`src/rtl/uart_pkg.sv`:
```
// Shared definitions for the configurable UART receiver: parity modes,
// receiver state encoding and a frame-length helper.
package uart_pkg;

  localparam int unsigned PAR_NONE = 0;
  localparam int unsigned PAR_ODD  = 1;
  localparam int unsigned PAR_EVEN = 2;

  typedef enum logic [2:0] {
    IDLE,
    START,
    DATA,
    PARITY,
    STOP,
    BREAK
  } rx_state_e;

  function automatic int unsigned frame_bits(input int unsigned data_bits,
                                             input int unsigned parity,
                                             input int unsigned stop_bits);
    return 1 + data_bits + ((parity != PAR_NONE) ? 1 : 0) + stop_bits;
  endfunction

endpackage

```
`src/rtl/uart_rx_sampler.sv`:
```
// Line synchroniser, free-running bit phase counter and 3-sample majority
// vote around the bit centre. Usable standalone by rate-detection logic.
module uart_rx_sampler #(
  parameter int unsigned Oversample = 4,
  parameter logic        IdleLevel  = 1'b0
) (
  input  logic clk_i,
  input  logic rst_i,
  input  logic tick_i,
  input  logic phase_clr_i,
  input  logic line_i,
  output logic line_o,
  output logic vote_o,
  output logic decide_o
);

  localparam int unsigned M = (1 << (Oversample - 1)) - 1;
  localparam logic [Oversample-1:0] PhLo  = Oversample'(M - 1);
  localparam logic [Oversample-1:0] PhMid = Oversample'(M);
  localparam logic [Oversample-1:0] PhHi  = Oversample'(M + 1);

  logic                  sync1_q, sync2_q;
  logic                  samp_lo_q, samp_mid_q;
  logic [Oversample-1:0] phase_q;
  logic [Oversample-1:0] phase_now;

  // phase_now is the phase this tick represents; a start-detect tick is phase 0
  always_comb begin
    phase_now = phase_clr_i ? '0 : phase_q + Oversample'(1);
  end

  always_ff @(posedge clk_i) begin
    if (rst_i) begin
      sync1_q    <= IdleLevel;
      sync2_q    <= IdleLevel;
      phase_q    <= '0;
      samp_lo_q  <= IdleLevel;
      samp_mid_q <= IdleLevel;
    end else begin
      sync1_q <= line_i;
      sync2_q <= sync1_q;
      if (tick_i) begin
        phase_q <= phase_now;
        if (phase_now == PhLo)  samp_lo_q  <= sync2_q;
        if (phase_now == PhMid) samp_mid_q <= sync2_q;
      end
    end
  end

  assign line_o   = sync2_q;
  assign decide_o = tick_i && (phase_now == PhHi);
  assign vote_o   = (samp_lo_q & samp_mid_q) | (samp_lo_q & sync2_q) | (samp_mid_q & sync2_q);

endmodule

```
`src/rtl/uart_rx_cfg.sv`:
```
// Configurable oversampling UART receiver: parity, 1/2 stop bits, line
// polarity, framing/parity error pulses and break hold-off.
module uart_rx_cfg
  import uart_pkg::*;
#(
  parameter int unsigned DataBits   = 8,
  parameter int unsigned Oversample = 4,
  parameter int unsigned Parity     = 0,
  parameter int unsigned StopBits   = 1,
  parameter int unsigned Invert     = 1
) (
  input  logic                ref_clk,
  input  logic                reset,
  input  logic                samp_clk,
  input  logic                in,
  output logic [DataBits-1:0] out,
  output logic                busy,
  output logic                ready,
  output logic                frame_err,
  output logic                parity_err,
  output logic                bit_clk
);

  localparam logic InvBit   = (Invert != 0) ? 1'b1 : 1'b0;
  localparam logic StartLvl = InvBit;
  localparam logic IdleLvl  = ~InvBit;
  localparam int unsigned IdxW = $clog2(DataBits);
  localparam logic [IdxW-1:0] IdxLast = IdxW'(DataBits - 1);
  localparam logic StopLast = (StopBits == 2) ? 1'b1 : 1'b0;

  rx_state_e             state_q, state_d;
  logic [IdxW-1:0]       idx_q, idx_d;
  logic                  stop_q, stop_d;
  logic [DataBits-1:0]   shift_q, shift_d;
  logic [DataBits-1:0]   out_q, out_d;
  logic                  par_acc_q, par_acc_d;
  logic                  par_err_q, par_err_d;
  logic                  ready_q, ready_d;
  logic                  ferr_q, ferr_d;
  logic                  perr_q, perr_d;
  logic                  bclk_q, bclk_d;

  logic line, vote, decide, phase_clr, dbit;

  uart_rx_sampler #(
    .Oversample (Oversample),
    .IdleLevel  (IdleLvl)
  ) u_sampler (
    .clk_i       (ref_clk),
    .rst_i       (reset),
    .tick_i      (samp_clk),
    .phase_clr_i (phase_clr),
    .line_i      (in),
    .line_o      (line),
    .vote_o      (vote),
    .decide_o    (decide)
  );

  // Parity bit shares the data polarity, so it is de-inverted like the data
  assign dbit = vote ^ InvBit;

  always_comb begin
    state_d   = state_q;
    idx_d     = idx_q;
    stop_d    = stop_q;
    shift_d   = shift_q;
    out_d     = out_q;
    par_acc_d = par_acc_q;
    par_err_d = par_err_q;
    ready_d   = 1'b0;
    ferr_d    = 1'b0;
    perr_d    = 1'b0;
    bclk_d    = 1'b0;
    phase_clr = 1'b0;
    if (samp_clk) begin
      if (decide && (state_q inside {START, DATA, PARITY, STOP})) bclk_d = 1'b1;
      unique case (state_q)
        IDLE: begin
          if (line == StartLvl) begin
            phase_clr = 1'b1;
            state_d   = START;
          end
        end
        START: begin
          if (decide) begin
            if (vote != StartLvl) begin
              state_d = IDLE;
            end else begin
              state_d   = DATA;
              idx_d     = '0;
              stop_d    = 1'b0;
              par_acc_d = 1'b0;
              par_err_d = 1'b0;
            end
          end
        end
        DATA: begin
          if (decide) begin
            shift_d[idx_q] = dbit;
            par_acc_d      = par_acc_q ^ dbit;
            if (idx_q == IdxLast) state_d = (Parity != PAR_NONE) ? PARITY : STOP;
            else                  idx_d   = idx_q + IdxW'(1);
          end
        end
        PARITY: begin
          if (decide) begin
            par_err_d = (Parity == PAR_ODD) ? ~(par_acc_q ^ dbit) : (par_acc_q ^ dbit);
            state_d   = STOP;
          end
        end
        STOP: begin
          if (decide) begin
            if (vote != IdleLvl) begin
              ready_d = 1'b1;
              ferr_d  = 1'b1;
              perr_d  = par_err_q;
              out_d   = shift_q;
              state_d = BREAK;
            end else if (stop_q == StopLast) begin
              ready_d = 1'b1;
              perr_d  = par_err_q;
              out_d   = shift_q;
              state_d = IDLE;
            end else begin
              stop_d = 1'b1;
            end
          end
        end
        BREAK: begin
          if (line == IdleLvl) state_d = IDLE;
        end
        default: state_d = IDLE;
      endcase
    end
  end

  always_ff @(posedge ref_clk) begin
    if (reset) begin
      state_q   <= IDLE;
      idx_q     <= '0;
      stop_q    <= 1'b0;
      shift_q   <= '0;
      out_q     <= '0;
      par_acc_q <= 1'b0;
      par_err_q <= 1'b0;
      ready_q   <= 1'b0;
      ferr_q    <= 1'b0;
      perr_q    <= 1'b0;
      bclk_q    <= 1'b0;
    end else begin
      state_q   <= state_d;
      idx_q     <= idx_d;
      stop_q    <= stop_d;
      shift_q   <= shift_d;
      out_q     <= out_d;
      par_acc_q <= par_acc_d;
      par_err_q <= par_err_d;
      ready_q   <= ready_d;
      ferr_q    <= ferr_d;
      perr_q    <= perr_d;
      bclk_q    <= bclk_d;
    end
  end

  assign out        = out_q;
  assign busy       = (state_q != IDLE);
  assign ready      = ready_q;
  assign frame_err  = ferr_q;
  assign parity_err = perr_q;
  assign bit_clk    = bclk_q;

endmodule

```
`config.mk`:
```
export PLATFORM = sky130hd
export DESIGN_NAME = uart_rx_cfg
export DESIGN_NICKNAME = d
export VERILOG_FILES = /design/src/rtl/uart_pkg.sv /design/src/rtl/uart_rx_sampler.sv /design/src/rtl/uart_rx_cfg.sv
export SDC_FILE = /design/constraint.sdc
export NUM_CORES = 1
export LEC_CHECK = 0
export ABC_AREA = 1
export BUFFER_PORTS_ARGS = -buffer_cell sky130_fd_sc_hd__buf_4
export CAP_MARGIN = 40
export CORE_ASPECT_RATIO = 1.25
export CORE_MARGIN = 2
export CORE_UTILIZATION = 30
export DETAILED_ROUTE_END_ITERATION = 16
export PLACE_DENSITY = 0.44
export SETUP_SLACK_MARGIN = 0.4
export SYNTH_ARGS = -nofsm -noshare
export SYNTH_HDL_FRONTEND = slang
export SYNTH_SLANG_ARGS = --single-unit
```
`constraint.sdc`:
```
create_clock -name ref_clk -period 1.96 [get_ports ref_clk]
set_clock_uncertainty 0.2 [all_clocks]
set_input_delay 0.196 -clock ref_clk [delete_from_list [all_inputs] [get_ports ref_clk]]
set_output_delay 0.196 -clock ref_clk [all_outputs]
set_load 0.005 [all_outputs]
```
==> results of run 1 <==
-- state kept, by name, indices dropped and copies added, names as in the netlist, 3 cells and up --
name and count:
out 8, shift_q 8, u_sampler.phase_q 4, idx_q 3, state_q 3
-- final timing paths --
check                                                         end  cells after the start
worst min register to register              parity_err$_SDFF_PP0_                      2
worst max register to register                out[4]$_SDFFE_PP0P_                      8
worst max-delay path                          out[4]$_SDFFE_PP0P_                      8
worst min-delay path            u_sampler.phase_q[2]$_SDFFE_PP0P_                      3
-- layout make-up --
class                   count  area [um^2]  area share
clock inverters             2         13.8     0.00598
well taps                  64         80.1      0.0348
flip-flops and latches     36          737       0.320
repair buffers             36          299       0.130
multi-input cells         172          970       0.421
clock buffers               6         82.6      0.0359
inverters                  32          120      0.0522
-- worst max-delay path, delay by kind of cell, from the launching register on --
kind	cells	cell delay, ps
AOI/OAI and AO/OA	3	320
xor gates and xnor gates	1	150
and+or+nand+nor	2	380
adders and majority gates	1	170
buffers and inverters	1	150
DFF	1	370
-- per-stage QoR --
step                      total power [mW]   util  hold slack (ps)  cells
final                                 2.03  0.420             29.1    348
after global routing                  2.18  0.420             29.6    348
after CTS                             2.01  0.401            -20.2    344
after detailed placement              1.39  0.361              192    329
after global placement                1.39  0.361              193    329
after floorplan                       1.21      -             65.1    244
-- routing by layer --
metal	GRT usage	vias up	routed length, um
li1	-	860	-
met1	0.161	713	1830
met2	0.249	15	2100
met3	0.0296	8	96
met4	0.0635	0	95
met5	0	-	0
-- kinds of logic (layout without fill, tap and decap cells) --
logic type / Yosys count / after routing
AND/OR/NAND/NOR: 123 / 124
AO/OA/AOI/OAI: 42 / 42
buffers and inverters: 37 / 76
flip-flops: 36 / 36
adder cells (fa/ha/maj): 3 / 3
XOR/XNOR: 3 / 3
-- power by group through the flow --
stage	sequential, mW	combinational, mW	clock, mW
3_3_place_gp	0.833	0.559	0
4_1_cts	0.817	0.595	0.597
6_report	0.827	0.626	0.577
5_1_grt	0.833	0.717	0.631
2_1_floorplan	0.832	0.376	0
3_5_place_dp	0.832	0.553	0
-- cells in the final DEF, fill, tap and decap left out, types with 2 or more instances in the layout --
cell type	n
nor2_1	44
nand2_1	40
dfxtp_1	29
buf_4	29
inv_1	26
a21oi_1	15
nand3_1	11
o21ai_1	9
nor2_4	6
o21ai_0	6
clkbuf_8	6
inv_2	5
a21oi_2	5
dlygate4sd3_1	5
o21ai_2	4
nand3_2	4
nand2_2	4
nor3_1	4
nor2_2	4
dfxtp_2	4
dfxtp_4	3
nand3_4	2
nand4_1	2
nand2_4	2
xnor2_1	2
ha_1	2
-- what timing repair did --
action | 4_1_cts | 5_1_grt
cloned | 1 | 0
setup buffers | 3 | 2
endpoints found under the hold margin | 11 | 3
hold buffers | 3 | 2
pin swaps | 7 | 7
gates resized for setup | 18 | 23
endpoints found under the setup margin | 29 | 30
==> impl.org, run 1 <==
** Timing
- Setup_tns :: 0 ps
- Number of max-slew violations in the final report :: 0
- Headroom to the max-slew limit :: 0.700
- The clock period could shrink to 1810 ps.
- Setup repair after global routing could not meet its margin everywhere.
- Number of failing hold endpoints at the final stage :: 0
- Maximum clock frequency :: 552 MHz
- Once routing completed, OpenROAD measured the worst setup slack at 148 ps.
- Final period utilization :: 0.925
- Setup violations remaining at the end of the flow were counted as 0.
- At the pin with the least slew margin, the transition time is 451 ps.

** Detailed routing
- Dividing the detail-routed wire length by the instance count gives 11.9 um.
- The detailed router finished its first iteration with 45 violations.
- After detailed routing, the total wire length is 4130 um.
- Before antenna repair, the detailed router went through 4 iterations.
- In the routed design, unresolved DRC markers number 0.
- DRT antenna net count :: 0
- In the routed layout, each cell is associated on average with a via count of 4.59.
- The final route contains 1596 vias.

** Yosys
- Fraction of the yosys area taken by sequential cells :: 0.419
- Leading area contributor after synthesis :: dfxtp_1
- Total nets after synthesis :: 251
- Main area contributors after synthesis :: dfxtp_1 (42%), nor2_1 (11%), nand2_1 (9.4%), inv_1 (6.5%), a21oi_1 (5.5%)
- Post-Synth XOR/XNOR Area :: 0.0153
- Counting flops with an async set or reset pin after synthesis yields a share of 0.
- Most repeated cell in the gate-level netlist after synthesis :: nor2_1
- Multiplexer share of the synthesized area :: 0
- Counting flops and latches in the post-synthesis netlist gives 36.
- Of the total synthesized cell area, the portion taken by AND, OR, NAND and NOR gates is 0.320.
- Post-synthesis area per instance :: 7.06 um^2
- After synthesis, the most frequently instantiated cells are nor2_1 (49), nand2_1 (43), dfxtp_1 (36).
- During synthesis, Yosys emitted a total of 0 warnings.
- Summing every instance area after synthesis gives 1720 um^2.
- Area share of the largest cell type after synthesis :: 0.419
- Combinational family with the most area after synthesis :: simple AND/OR/NAND/NOR gates
- Post-synthesis adder-cell area fraction :: 0.0218
- Flip-flop cell with the highest count after synthesis :: dfxtp_1
- Number of distinct library cells after synthesis :: 27
- Complex-gate fraction of the synthesized area :: 0.134
- Counting every instance in the synthesized netlist gives 244.
- Counting flops with a built-in enable in the synthesized netlist gives 0.

** Placed design
- During placement, the flow inserted port buffers numbering 16.
- Placement Setup Slack :: 79.7 ps
- In this run the cell area measured after placement is 1980 um^2.
- Half-perimeter wire length after placement :: 2920 um
- At the end of routability-driven placement, the weighted congestion stood at 0.817.

** Setup path
- Along the worst path, the maximum fanout reaches 8.
- The worst setup path is launched from a register.
- For this run, the slowest stage of the critical path takes 370 ps.
- The critical path is of the register to register type.
- Crit end category :: register
- Critical path arrival :: 1850 ps
- Critical Path, Cell by Cell :: ha_4, xor2_2, o21ai_2, nand3_4, nor2_4, buf_12, o21ai_1, a21oi_1
- The worst register-to-register path begins at u_sampler.phase_q[0]$_SDFFE_PP0P_.
- Among all stages on the critical path, the largest delay is contributed by dfxtp_4.
- Data on the critical path is required at its endpoint by 1990 ps.
- Reg-to-reg slack, setup :: 150 ps
- The most critical setup path has its startpoint at u_sampler.phase_q[0]$_SDFFE_PP0P_.

** Power and ir drop
- The analysis attributes to net switching a power of 0.721 mW.
- Internal power comes to 1.31 mW.
- Clock network power share :: 0.284
- The share of total power dissipated in sequential elements is 0.407.
- Leakage Power :: 0.964 nW
- For this design the ratio of total power to cell area is 882 nW/um^2.
- IR drop worst, VDD :: 0.000295 V
- Of the total power, the share spent switching nets is 0.355.
- The share of total power dissipated in combinational logic is 0.308.

** Cells and area
- Counting the fill cells in the layout gives 597.
- Once layout is done, the placed cells without fillers occupy 2300 um^2.
- The repair_antennas step left the layout with diodes totalling 0.
- Compared with the post-synthesis result, the final layout area differs by 33.7%.
- In the final layout, the share of cells above drive strength 1 is 0.299.
- Post-layout nets :: 290

** GRT
- For this run, the total global-route usage over all layers was measured as 0.140.
- The via count of the first global-routing pass was 1579.
- Entering global routing, the biggest net connects 14 pins.
- First-pass GRT wire length :: 6980 um
- Antenna violations before repair :: 0
- Global routing finished with a remaining overflow of 0.

** CTS
- After clock tree synthesis, the clock-pin slew on the worst setup and hold paths is 80 ps.
- At the later pin of the worst-skew pair, clock insertion delay measures 290 ps.
- Buffer levels on the longest clock path :: 2
- The tree is rooted in a clkbuf_8.
- TritonCTS built the clock tree.
- For this design, the sink count on the clock tree is 36.
- Buffers inserted during clock tree synthesis total 5.
- CTS H-Tree Depth :: 2

** Floorplanning
- The die covers 6360 um^2.
- Number of ports placed on the die boundary :: 17
- Placeable core area :: 5480 um^2
- Row generation in the floorplan step produced 30 rows.
- Effective utilization at floorplan :: 0.314
- Horiz. Die Dim :: 71.8 um
- Die Ht :: 88.7 um

** Flow run
- Across the run, the number of max-cap violations was 0.

** Worst hold path
- Min-Delay Path Class :: input pin to register
- Launch instance of the worst min-delay path :: samp_clk

** Outcome
- The run finished with clean final reports.
Power figures use the tool's default switching activity.
==> run 2: changes to the inputs <==
--- a/config.mk
+++ b/config.mk
@@ -16,4 +16,5 @@
 export SETUP_SLACK_MARGIN = 0.4
 export SYNTH_ARGS = -nofsm -noshare
 export SYNTH_HDL_FRONTEND = slang
+export SYNTH_HIERARCHICAL = 1
 export SYNTH_SLANG_ARGS = --single-unit
==> impl.org, run 2 <==
** Yosys
- Total nets after synthesis :: 271 (+8.0%)
- Area share of and/or/nand/nor cells after synthesis :: 0.408 (+0.0874)
- The adder and majority gate portion of the synthesized area was 0.0202 (-0.00164).
- Summed over all instances, the cell type with the most area after synthesis is dfxtp_1.
- The number of unique standard cell types used by synthesis is 27 (unchanged).
- Complex-gate fraction of the synthesized area :: 0.0833 (-0.0511)
- Main area contributors after synthesis :: dfxtp_1 (39%), nand2_1 (12%), nor2_1 (7.5%), nand3_1 (6.7%), a21oi_1 (5.9%)
- The number of synthesized flops with an enable pin was 0 (unchanged).
- Yosys warns :: 6 (+6)
- Most repeated cell in the gate-level netlist after synthesis :: nand2_1
- Sorting the synthesized cells by how often they occur yields nand2_1 (60), nor2_1 (37), dfxtp_1 (36).
- By area, the combinational part of the netlist is dominated by simple AND/OR/NAND/NOR gates.
- Post-synthesis area per instance :: 7.05 um^2 (about the same)
- For this run, the leading register cell type out of synthesis is dfxtp_1.
- The number of cells produced by synthesis was 264 (+8.2%).
- Area share of the largest cell type after synthesis :: 0.387 (-0.0315)
- The portion of the post-synthesis area used by sequential elements was 0.387 (-0.0315).
- The cell area after technology mapping is 1860 um^2 (+8.1%).
- The proportion of register bits with asynchronous set or reset after synthesis was 0 (unchanged).
- Post-Synth XOR/XNOR Area :: 0.00470 (-0.0106)
- The multiplexer share of the synthesized area came to 0 (unchanged).
- Yosys reg bits :: 36 (unchanged)

** Detailed routing
- The number of optimization iterations in the first detailed-route pass is 4 (unchanged).
- Number of design-rule violations left by the first detailed-router iteration :: 52 (+16%)
- Vias :: 1816 (+14%)
- The average via count per standard cell is 4.52 (-1.5%).
- DRT antenna net count :: 0 (unchanged)
- The post-detailed-route wirelength per cell came to 11.8 um (-0.59%).
- Post-detailed-routing wire length :: 4740 um (+15%)
- The detailed-route DRC error count came to 0 (unchanged).

** Worst hold path
- The tightest min-delay check is of the input pin to register type.
- Launch instance of the worst min-delay path :: reset

** Flow run
- # Max-Cap Violations :: 0 (unchanged)

** Power and ir drop
- The proportion of power drawn by flip-flops and latches is 0.294 (-0.113).
- The clock group share of total power was 0.229 (-0.055).
- The fraction of power spent switching nets is 0.416 (+0.0609).
- The power per cell area is 1090 nW/um^2 (+24%).
- The combinational share of power was 0.477 (+0.169).
- The overall power came to 2.95 mW (+45%).
- The static leakage is 1.15 nW (+19%).
- IR drop worst, VDD :: 0.000545 V (+85%)
- Switching power of the nets :: 1.23 mW (+70%)
- The cell-internal power is 1.72 mW (+31%).

** Setup path
- In this run the critical register-to-register path is launched from u_sampler/phase_q[0]$_SDFFE_PP0P_.
- Kind of start point of the critical path :: register
- Maximum fanout along the worst path :: 4 (-4)
- Crit end category :: register
- Worst EP required :: 1950 ps (-40 ps)
- Critical path arrival :: 2000 ps (+150 ps)
- Tracing the worst setup path back leads to its startpoint at u_sampler/phase_q[0]$_SDFFE_PP0P_.
- The critical path in this run is classified as register to register.

** Floorplanning
- The total core area was 6090 um^2 (+11%).
- Number of ports placed on the die boundary :: 17 (unchanged)
- Floorplan row count :: 32 (+6.7%)
- Horiz. Die Dim :: 74.5 um (+3.8%)
- Effective utilization at floorplan :: 0.306 (-0.00823)
- The chip height came to 92.1 um (+3.8%).
- Die area :: 6860 um^2 (+7.7%)

** Cells and area
- Top library cells by usage in the layout, fill and taps aside :: nand2_1 (45), buf_4 (41), nor2_1 (32), dfxtp_1 (30), inv_1 (21)
- Post-layout utilization of the core :: 0.444 (+0.0238)
- Most frequent standard cell in the layout excluding fill and tap cells :: nand2_1
- The number of fill cells in the layout is 644 (+7.9%).
- From synthesis to final layout, the design area changed by 45.1%.
- The number of antenna diodes came to 0 (unchanged).
- Proportion of layout cells with a drive suffix above 1 :: 0.413 (+0.114)
- Post-layout nets :: 323 (+11%)

** GRT
- Antenna violations before repair :: 0 (unchanged)
- First-pass GRT wire length :: 7900 um (+13%)
- The pin count of the biggest net entering global routing is 21 (+7).
- Via count of the first global-routing pass :: 1723 (+9.1%)
- GRT overflow :: 0 (unchanged)
- The aggregate global-route resource usage was 0.151 (+0.0110).

** Timing
- The worst slew slack as a fraction of its limit came to 0.681 (-0.0186).
- Setup_tns :: -290 ps (-290 ps)
- Final period utilization :: 1.02 (+0.0987)
- The highest clock rate came to 499 MHz (-9.6%).
- The setup slack after layout came to -45.5 ps (-193 ps).
- Transition time at the pin with the least slew margin :: 478 ps (+27.4 ps)
- Setup repair after global routing could not meet its margin everywhere.
- Final Setup Violations :: 8 (+8)
- Number of max-slew violations in the final report :: 0 (unchanged)
- The final number of hold-violating endpoints is 0 (unchanged).
- The final period demand of the worst path was 2010 ps (+193 ps).

** CTS
- The number of buffers between clock root and the deepest sink is 2 (unchanged).
- The CTS H-tree depth was 2 (unchanged).
- TritonCTS clock tree :: done
- Worst-skew pair later-pin latency :: 300 ps (about the same)
- The number of sinks on the clock net is 36 (unchanged).
- CTS root buffer :: clkbuf_8
- Clock-pin slew of the registers on the worst-case setup and hold paths :: 80 ps (about the same)
- Number of buffers created by CTS :: 5 (unchanged)

** Outcome
- Outcome :: finished with violations
- The final reports fail on negative setup slack.

** Placed design
- The total of buffers placed on input and output ports was 16 (unchanged).
- The worst setup slack after placement is -88.1 ps (-168 ps).
- GPL Wtd Cong :: 0.849 (+3.9%)
- Half-perimeter wire length after placement :: 3270 um (+12%)
run 2: cell count changes after synthesis, moves of 4 or more:
cell / previous run / this run
inv_1: 30 / 23
nand2_1: 43 / 60
nand3_1: 14 / 25
nand4_1: 2 / 8
nor2_1: 49 / 37
nor3_1: 4 / 8
o21ai_0: 12 / 8
o21ai_1: 5 / 1
run 2: power groups by stage:
stage               sequential, mW  combinational (mW)  clock [mW]
floorplan                    0.847               0.881           0
global placement             0.870                1.17           0
detailed placement           0.872                1.15           0
CTS                          0.862                1.34       0.695
global route                 0.876                1.55       0.736
finish                       0.867                1.41       0.674
run 2: worst paths after layout:
check,end,slack [ps],depth (start not counted)
setup / recovery,shift_q[5]$_SDFFE_PP0P_,-50,11
hold / removal,u_sampler/phase_q[3]$_SDFFE_PP0P_,120,3
setup reg to reg,shift_q[5]$_SDFFE_PP0P_,-50,11
hold reg to reg,u_sampler/line_o$_SDFF_PP0_,210,2
run 2: logic make-up after synthesis:
logic type               after synthesis
AO/OA/AOI/OAI                         31
XOR/XNOR                               1
adder cells (fa/ha/maj)                3
buffers and inverters                 36
flip-flops                            36
AND/OR/NAND/NOR                      157
run 2: through the flow:
stage | instances | hold slack (ps) | area [um^2]
2_1_floorplan | 264 | 65.1 | 1920
3_3_place_gp | 379 | 190 | 2240
3_5_place_dp | 379 | 195 | 2240
4_1_cts | 400 | 124 | 2600
5_1_grt | 402 | 141 | 2700
6_report | 402 | 120 | 2700
run 2: worst max-delay path: stages, from the launching register on:
cell and delay, ps:
dfxtp_2 340, buf_4 130, nand4_1 110, nand4_1 200, nor3_4 260, nand2_2 100, inv_2 100, nand3_2 100
nor3_4 200, nand2_1 70, nand2_1 60, nor2_1 40
run 2: timing repair:
action	in CTS	in global routing
resized for setup	42	21
setup buffers	12	2
hold endpoints to repair	1	0
pin swaps	23	20
setup endpoints to repair	29	33
hold buffers	1	0
run 2: metal layers:
metal	vias up	share of wire	global-route usage	routed length [um]
li1	956	-	-	-
met1	829	0.43	0.168	2020
met2	25	0.53	0.271	2490
met3	6	0.031	0.0341	149
met4	0	0.015	0.0580	70
met5	-	0	0	0
run 2: area by class of cell:
class | instances | area, um^2 | share of cell area
clock buffer | 5 | 68.8 | 0.0255
clock inverter | 3 | 42.5 | 0.0157
inverter | 28 | 118 | 0.0435
multi-input combinational | 192 | 1190 | 0.442
sequential | 36 | 731 | 0.270
tap | 85 | 106 | 0.0394
timing repair buffer | 53 | 442 | 0.164
==> run 3: changes to the inputs <==
--- a/config.mk
+++ b/config.mk
@@ -12,8 +12,9 @@
 export CORE_MARGIN = 2
 export CORE_UTILIZATION = 30
 export DETAILED_ROUTE_END_ITERATION = 16
-export PLACE_DENSITY = 0.44
+export PLACE_DENSITY = 0.43
 export SETUP_SLACK_MARGIN = 0.4
+export SLEW_MARGIN = 10
 export SYNTH_ARGS = -nofsm -noshare
 export SYNTH_HDL_FRONTEND = slang
 export SYNTH_HIERARCHICAL = 1
==> impl.org, run 3 (synthesis results as in run 2) <==
** Outcome
- Outcome :: finished with violations
- Violations in the final reports :: negative setup slack

** Timing
- The worst slew slack as a fraction of its limit was 0.700 (+0.0187).
- The post-route clock period utilization is 1.03 (+0.00391).
- Setup repair after global routing missed its margin :: true
- The hold slack is 143 ps (+23.1 ps).
- Time the worst path needs with I/O delays and setup :: 2010 ps (+7.65 ps)
- The final number of hold-violating endpoints came to 0 (unchanged).
- Number of max-slew violations in the final report :: 0 (unchanged)
- Final Setup Violations :: 3 (-5)
- The setup slack after layout came to -53.2 ps (-7.66 ps).
- Maximum clock frequency :: 497 MHz (-0.38%)
- The measured slew at the worst slew-check pin is 450 ps (-28.1 ps).

** Floorplanning
- The die width came to 74.5 um (unchanged).
- The die outline area is 6860 um^2 (unchanged).
- The total core area came to 6090 um^2 (unchanged).
- Effective utilization at floorplan :: 0.306 (unchanged)
- The boundary pin count came to 17 (unchanged).
- Floorplan row count :: 32 (unchanged)
- Die Ht :: 92.1 um (unchanged)

** Cells and area
- The library cell used most frequently in the layout, excluding fill and tap cells, is nand2_1.
- The count of nets after finishing is 325 (+0.62%).
- Final-layout fill cell count :: 659 (+2.3%)
- Proportion of layout cells with a drive suffix above 1 :: 0.423 (+0.00995)
- Relative area change from synthesis to final layout :: 47.6%
- In the layout the commonest cells are nand2_1 (48), buf_4 (40), dfxtp_1 (31), nor2_1 (29), inv_1 (21).
- The number of antenna diodes was 0 (unchanged).
- Final Cell Area :: 2750 um^2 (+1.8%)
- Post-layout utilization of the core :: 0.452 (+0.00781)

** Detailed routing
- Post-detailed-routing wire length :: 4850 um (+2.4%)
- DR vias/cell :: 4.45 (-1.4%)
- The violation count after the first detailed-routing iteration is 43 (-17%).
- The post-detailed-route wirelength per cell was 12.0 um (+1.9%).
- The number of optimization iterations in the first detailed-route pass was 4 (unchanged).
- The remaining number of nets flagged by the antenna check after routing is 0 (unchanged).
- DRC violations left :: 0 (unchanged)
- The via count came to 1799 (-0.94%).

** Setup path
- The worst-path maximum fanout was 5 (+1).
- The worst setup path is launched from a register.
- Worst EP required :: 1940 ps (about the same)
- R2r startpoint :: state_q[1]$_SDFFE_PP0P_
- By startpoint and endpoint, the worst setup path is classified as register to register.
- The worst-case reg-to-reg path depth is 14 (+3).
- The arrival time reported for the critical path endpoint is 1990 ps (about the same).
- The endpoint identified for the worst register-to-register timing path is shift_q[1]$_SDFFE_PP0P_.
- The flop-to-flop setup slack came to -50 ps (about the same).
- Crit end category :: register

** GRT
- The aggregate global-route resource usage is 0.156 (+0.00466).
- The number of antenna violations at the first check in global routing is 0 (unchanged).
- The wire length of the first global-routing pass came to 8180 um (+3.5%).
- The pin count of the biggest net entering global routing came to 21 (unchanged).
- The via count of the first global-routing pass came to 1808 (+4.9%).
- The leftover overflow at the end of global routing is 0 (unchanged).

** Power and ir drop
- IR drop worst, VDD :: 0.000423 V (-22%)
- Ratio of total power to cell area :: 1030 nW/um^2 (-5.2%)
- Leakage Power :: 1.15 nW (+0.45%)

** Worst hold path
- Worst min-delay path endpoint :: out[6]$_SDFFE_PP0P_
- Hold path cells :: 3 (unchanged)
- Launch instance of the worst min-delay path :: reset
- The min-delay analysis places its worst path in the category input pin to register.

** CTS
- The CTS buffer count is 5 (unchanged).
- CTS root buffer :: clkbuf_8
- Buffer levels on the longest clock path :: 2 (unchanged)
- Clock-pin slew of the registers on the worst-case setup and hold paths :: 80 ps (about the same)
- CTS H-Tree Depth :: 2 (unchanged)
- Sink Count :: 36 (unchanged)
- Worst-skew pair later-pin latency :: 290 ps (about the same)
- TritonCTS clock tree :: done

** Placed design
- Half-perimeter wire length after placement :: 3340 um (+2.2%)
- GPL Wtd Cong :: 0.784 (-7.6%)
- Placed Area :: 2240 um^2 (unchanged)
- Number of buffer cells added on primary ports :: 16 (unchanged)

** Flow run
- The max-cap check violation count came to 0 (unchanged).
run 3: cell types whose count changed in the layout (fill, tap and decap cells not counted), moves of 2 or more:
cell     change
nand2_1      +3
nor2_2       +3
buf_12       +2
nand2_2      -3
nor2_1       -3
run 3: worst max-delay path by stage:
stage          slack (ps)                       to                    start
5_1_grt              -170  shift_q[7]$_SDFFE_PP0P_  state_q[1]$_SDFFE_PP0P_
3_3_place_gp          -80  state_q[2]$_SDFFE_PP0P_  state_q[1]$_SDFFE_PP0P_
4_1_cts                -8  shift_q[3]$_SDFFE_PP0P_  state_q[1]$_SDFFE_PP0P_
6_report              -50  shift_q[1]$_SDFFE_PP0P_  state_q[1]$_SDFFE_PP0P_
2_1_floorplan         -80  shift_q[3]$_SDFFE_PP0P_  state_q[1]$_SDFFE_PP0P_
3_5_place_dp          -90  state_q[0]$_SDFFE_PP0P_  state_q[1]$_SDFFE_PP0P_
run 3: stage by stage:
| stage | setup slack [ps] | power (mW) | instances | TNS (ps) |
|---|---|---|---|---|
| floorplan | -80.7 | 1.73 | 264 | -684 |
| global placement | -77.7 | 2.03 | 379 | -319 |
| detailed placement | -86.6 | 2.02 | 379 | -499 |
| CTS | -7.88 | 2.75 | 397 | -20.5 |
| global route | -167 | 3.07 | 404 | -2580 |
| finish | -53.2 | 2.84 | 404 | -77.5 |
run 3: timing repair:
action,4_1_cts,5_1_grt
pin swaps,15,8
resized for setup,37,30
setup buffers,9,6
hold endpoints to repair,1,0
cloned,0,1
hold buffers,1,0
setup endpoints to repair,29,33
run 3: per-layer routing:
metal	global-route usage	share of wire	routed length [um]	up-vias
li1	-	-	-	961
met2	0.280	0.52	2550	33
met4	0.0729	0.022	108	0
met5	0	0	0	-
met3	0.0396	0.033	162	10
met1	0.163	0.42	2030	795
run 3: final cells by class:
type | instances | area (um^2) | share of cell area
inverters | 28 | 118 | 0.0428
flip-flops and latches | 36 | 727 | 0.264
clock buffers | 5 | 68.8 | 0.0250
clock inverters | 3 | 18.8 | 0.00683
multi-input cells | 193 | 1230 | 0.448
repair buffers | 54 | 478 | 0.174
well taps | 85 | 106 | 0.0387
run 3: critical path: stages, from the launching register on:
cell and delay, ps:
dfxtp_2 340, nor2_4 130, nand2_4 70, nor2_4 90, inv_2 60, nand2_2 90
nor2_4 50, nor3_4 200, nand2_2 110, buf_6 150, nor2_8 120, buf_4 130
nand3_2 50, nand2_1 60, a21oi_1 50
run 3: where the power goes:
part	internal [mW]	total, mW	switching, mW
sequential	0.797	0.864	0.0673
combinational	0.557	1.44	0.881
clock	0.248	0.541	0.293
total	1.60	2.84	1.24
